### src/rtl/fsm_event_arbiter.sv
// Round-robin arbiter sharing one external 3-state x/y FSM between NREQ requesters,
// with burst locking, lock timeout and a fixed two-cycle response pipeline.
module fsm_event_arbiter #(
  parameter int unsigned NREQ     = 4,
  parameter int unsigned LOCK_TMO = 16
) (
  input  logic              clk,
  input  logic              rst,
  input  logic [NREQ-1:0]   req_valid,
  input  logic [2*NREQ-1:0] req_ev,
  input  logic [NREQ-1:0]   req_lock,
  output logic [NREQ-1:0]   req_ready,
  output logic [NREQ-1:0]   rsp_valid,
  output logic [1:0]        rsp_out,
  output logic              fsm_x,
  output logic              fsm_y,
  input  logic [1:0]        fsm_out,
  output logic              busy,
  output logic              lock_abort
);

  localparam int unsigned IW = $clog2(NREQ);
  localparam int unsigned CW = $clog2(LOCK_TMO + 1);

  typedef enum logic {IDLE, LOCKED} state_t;

  state_t          state, state_nxt;
  logic [IW-1:0]   rr_ptr, rr_ptr_nxt;
  logic [IW-1:0]   owner, owner_nxt;
  logic [CW-1:0]   idle_cnt, idle_cnt_nxt;
  logic            acc;
  logic [IW-1:0]   acc_id;
  logic [IW-1:0]   cand;
  logic [1:0]      ev_sel;
  logic            lock_sel;
  logic            timeout;
  logic            s1_vld, s2_vld;
  logic [IW-1:0]   s1_id, s2_id;

  function automatic logic [IW-1:0] next_id(input logic [IW-1:0] i);
    return IW'((32'(i) + 32'd1) % NREQ);
  endfunction

  always_comb begin
    req_ready    = '0;
    acc          = 1'b0;
    acc_id       = '0;
    cand         = '0;
    timeout      = 1'b0;
    ev_sel       = 2'b00;
    lock_sel     = 1'b0;
    state_nxt    = state;
    rr_ptr_nxt   = rr_ptr;
    owner_nxt    = owner;
    idle_cnt_nxt = idle_cnt;

    case (state)
      IDLE: begin
        for (int unsigned k = 0; k < NREQ; k++) begin
          cand = IW'((32'(rr_ptr) + k) % NREQ);
          if (!acc && req_valid[cand]) begin
            acc    = 1'b1;
            acc_id = cand;
          end
        end
      end
      LOCKED: begin
        // The timeout cycle grants nobody, not even the owner.
        if (idle_cnt == CW'(LOCK_TMO)) begin
          timeout = 1'b1;
        end else if (req_valid[owner]) begin
          acc    = 1'b1;
          acc_id = owner;
        end
      end
      default: ;
    endcase

    if (acc) req_ready[acc_id] = 1'b1;

    for (int unsigned i = 0; i < NREQ; i++) begin
      if (acc_id == IW'(i)) begin
        ev_sel   = req_ev[2*i +: 2];
        lock_sel = req_lock[i];
      end
    end

    case (state)
      IDLE: begin
        if (acc) begin
          rr_ptr_nxt = next_id(acc_id);
          if (lock_sel) begin
            state_nxt    = LOCKED;
            owner_nxt    = acc_id;
            idle_cnt_nxt = '0;
          end
        end
      end
      LOCKED: begin
        if (timeout) begin
          state_nxt  = IDLE;
          rr_ptr_nxt = next_id(owner);
        end else if (acc) begin
          if (lock_sel) begin
            idle_cnt_nxt = '0;
          end else begin
            state_nxt  = IDLE;
            rr_ptr_nxt = next_id(owner);
          end
        end else begin
          idle_cnt_nxt = idle_cnt + CW'(1);
        end
      end
      default: state_nxt = IDLE;
    endcase
  end

  always_ff @(posedge clk) begin
    if (rst) begin
      state    <= IDLE;
      rr_ptr   <= '0;
      owner    <= '0;
      idle_cnt <= '0;
      s1_vld   <= 1'b0;
      s1_id    <= '0;
      s2_vld   <= 1'b0;
      s2_id    <= '0;
      fsm_x    <= 1'b0;
      fsm_y    <= 1'b0;
    end else begin
      state    <= state_nxt;
      rr_ptr   <= rr_ptr_nxt;
      owner    <= owner_nxt;
      idle_cnt <= idle_cnt_nxt;
      s1_vld   <= acc;
      s1_id    <= acc_id;
      fsm_x    <= acc & ev_sel[0];
      fsm_y    <= acc & ev_sel[1];
      s2_vld   <= s1_vld;
      s2_id    <= s1_id;
    end
  end

  // fsm_out already reflects the stage-1 event in stage 2, so it is forwarded directly.
  always_comb begin
    rsp_valid = '0;
    if (s2_vld) rsp_valid[s2_id] = 1'b1;
    rsp_out    = s2_vld ? fsm_out : 2'b00;
    busy       = (state == LOCKED) | s1_vld | s2_vld;
    lock_abort = timeout;
  end

  always_ff @(posedge clk) begin
    if (!rst) begin
      assert ($onehot0(req_ready));
      assert ($onehot0(rsp_valid));
    end
  end

endmodule

### config.mk
export PLATFORM = sky130hd
export DESIGN_NAME = fsm_event_arbiter
export DESIGN_NICKNAME = d
export VERILOG_FILES = /design/src/rtl/fsm_event_arbiter.sv
export SDC_FILE = /design/constraint.sdc
export NUM_CORES = 1
export LEC_CHECK = 0
export CORE_ASPECT_RATIO = 1.5
export CORE_UTILIZATION = 44
export CTS_CLUSTER_DIAMETER = 80
export DETAILED_ROUTE_END_ITERATION = 6
export GPL_ROUTABILITY_DRIVEN = 0
export PLACE_DENSITY = 0.79
export SLEW_MARGIN = 0
export SYNTH_ARGS = -nofsm -noshare
export SYNTH_HDL_FRONTEND = slang
export SYNTH_SLANG_ARGS = --single-unit
### constraint.sdc
create_clock -name clk -period 2.9 [get_ports clk]
set_input_delay 0.58 -clock clk [delete_from_list [all_inputs] [get_ports clk]]
set_output_delay 0.58 -clock clk [all_outputs]
set_load 0.01 [all_outputs]
==> flow_metrics.env <==
export IMPL_finalSetupTns_ns=0
export IMPL_drive_gt1_share_pct=22.3
export IMPL_place_area_um2=1720
export IMPL_stdcell_count=234
export IMPL_cp_data_required_time_ns=2.32
export IMPL_cp_arrival_ns=2.26
export IMPL_die_h_um=66.7
export IMPL_cts_sinks=18
export IMPL_clk_path_buf_depth=2
export IMPL_grt_pass1_wl_um=5630
export IMPL_antenna_found_initial=0
export IMPL_routed_via_density=5.49
export IMPL_cts_made_buffers=3
export IMPL_clkLatencyLatePin_ns=0.26
export IMPL_root_buffer="clkbuf_8"
export IMPL_setup_ws_ns=0.0579
export IMPL_final_area_um2=1810
export IMPL_dpl_hpwl_um=2860
export IMPL_syn_inst=143
export IMPL_post_place_ws_ns=-0.251
export IMPL_maxSlewViolCount=0
export IMPL_utilization_pct=68.2
export IMPL_fin_skew_ns=0.00487
export IMPL_nets=220
export IMPL_netlist_area_um2=1230
export IMPL_max_vdd_ir_drop_mv=0.396
export IMPL_initial_core_util_pct=46.4
export IMPL_crit_path_end_kind="output pin"
export IMPL_detail_route_antenna_nets=0
export IMPL_drc=0
export IMPL_layout_common_cells="clkdlybuf4s50_1 (26), buf_4 (21), dfxtp_1 (16), nor2_1 (12), nand2_1 (12)"
export IMPL_wl_per_cell_um=15.2
export IMPL_setup_violations_final=0
export IMPL_clk_pin_slew_worst_paths_ns=0.07
export IMPL_cts_max_level=1
export IMPL_hold_viol_final=0
export IMPL_yosysSeqAreaShare_pct=29.4
export IMPL_powerDensity_nw_per_um2=770
export IMPL_synthDistinctLibCells=50
export IMPL_startpoint_type="input pin"
export IMPL_crit_type="input pin to output pin"
export IMPL_rsz0062_at_grt="no"
export IMPL_cp_max_fo=3
export IMPL_dieArea_um2=3010
export IMPL_worst_pin_slew_ns=0.306
export IMPL_area_growth_synth_to_final_pct=47.2
export IMPL_rows=23
export IMPL_ys_warn_count=0
export IMPL_numPortBuffers=33
export IMPL_die_w_um=45.1
export IMPL_pin_count=34
export IMPL_hold_ws_ns=0.454
export IMPL_period_share_pct=98.0
export IMPL_diodes=0
export IMPL_total_power_mw=1.39
export IMPL_cts_tree="built"
export IMPL_seq_area_um2=363
export IMPL_slowest_stage="clkdlybuf4s50_1"
export IMPL_slowest_delay_ns=0.50
export IMPL_max_slew_margin_pct=79.0
export IMPL_fmax_mhz=352
export IMPL_grt_overflow=0
export IMPL_syn_area_per_cell_um2=8.58
export IMPL_outcome="complete, no violations"
export IMPL_mostFrequentLayoutCell="clkdlybuf4s50_1"
export IMPL_drt_initial_drc_count=18
export IMPL_first_global_vias=1329
export IMPL_path_cells="clkdlybuf4s50_1 > mux2i_1 > and2_4 > or3_4 > nand2_4 > buf_4 > nor2_1 > dlygate4sd2_1"
export IMPL_p_leak_nw=0.746
export IMPL_multiInputGateArea_um2=837
export IMPL_grt_max_degree=15
export IMPL_dr_pass1_iters=4
export IMPL_grt_usage_pct=25.7
export IMPL_drv_cap=0
export IMPL_fillCellCount=226
export IMPL_core_area_um2=2650
export IMPL_num_vias=1284
export IMPL_routed_wl_um=3570
export IMPL_min_period_ns=2.84
export IMPL_syn_num_nets=165
export IMPL_dp_cells=228
export IMPL_hold_path_class="register to register"
export IMPL_ys_seq_elements=18
worst max-delay path: cells and delay by family:
family / cells / cell delay (ns)
buffers and inverters: 3 / 0.89
multiplexers: 1 / 0.10
AND/OR/NAND/NOR: 4 / 0.69
kinds of logic after synthesis:
kind of cell	count (synthesis)	share of synthesized area [%]
AO/OA/AOI/OAI	31	19.6
adder cells (fa/ha/maj)	2	2.04
flip-flops	18	29.4
XOR/XNOR	3	2.14
buffers and inverters	9	3.67
AND/OR/NAND/NOR	67	31.4
multiplexers	13	11.8
layout make-up:
type                       instances  area share, %
sequential                        18           20.1
timing repair buffer              55           27.1
multi-input combinational        116           46.3
inverter                           4          0.831
clock buffer                       4           3.05
tap                               37           2.56
final timing paths:
path	startpoint	endpoint	slack [ns]	cells past startpoint
max	req_valid[3]	req_ready[0]	0.06	8
min	s1_id[0]	s2_id[0]	0.45	1
max reg2reg	idle_cnt[0]	rr_ptr[1]	0.38	10
min reg2reg	s1_id[0]	s2_id[0]	0.45	1
cell usage after synthesis (all sizes together):
cell type | n | share of area [%]
a211oi | 3 | 2.2
a21boi | 1 | 0.61
a21oi | 9 | 4.0
a22o | 1 | 0.71
a22oi | 1 | 1.0
a311oi | 1 | 0.71
and2 | 6 | 3.1
and3 | 4 | 2.0
and3b | 1 | 0.71
and4b | 1 | 0.82
and4bb | 1 | 1.0
buf | 2 | 1.5
clkbuf | 3 | 0.92
dfxtp | 18 | 29
ha | 2 | 2.0
inv | 4 | 1.2
mux2 | 3 | 3.4
mux2i | 10 | 8.5
nand2 | 14 | 5.1
nand2b | 3 | 2.1
nand3 | 4 | 1.6
nand3b | 1 | 0.61
nand4b | 1 | 0.71
nor2 | 12 | 3.7
nor2b | 10 | 5.1
nor3 | 3 | 1.2
nor3b | 1 | 0.61
nor4 | 1 | 0.51
o211ai | 2 | 1.6
o21a | 1 | 0.61
o21ai | 7 | 2.9
o21ba | 1 | 0.82
o21bai | 1 | 0.61
o31a | 1 | 0.71
o32a | 1 | 0.82
o32ai | 1 | 2.2
or2 | 1 | 0.51
or3 | 3 | 1.9
xnor2 | 3 | 2.1
where the power goes:
group / leakage, nW / internal (mW) / switching [mW]
Combinational: 0.569 / 0.430 / 0.397
Clock: 0.0288 / 0.121 / 0.0874
Sequential: 0.149 / 0.307 / 0.0487
per-layer routing:
| metal | GRT usage (%) | vias to the layer above | wire [µm] |
|---|---|---|---|
| li1 | - | 615 | - |
| met1 | 22.9 | 619 | 1320 |
| met2 | 49.8 | 35 | 2030 |
| met3 | 4.88 | 15 | 86 |
| met4 | 15.2 | 0 | 131 |
| met5 | 0 | - | 0 |
sequential cells by signal (all words and copies together), names as in the netlist:
register  cells
s1_vld        1
fsm_y         1
s2_id         2
owner         2
fsm_x         1
s2_vld        1
state         1
rr_ptr        2
idle_cnt      5
s1_id         2
timing repair:
item / CTS / global route
resized for setup: 12 / 4
pin swaps: 2 / 1
buffers inserted: 2 / 0
setup endpoints to repair: 4 / 2
hold buffers: 0 / 0
(Power assumes the default switching activity.)
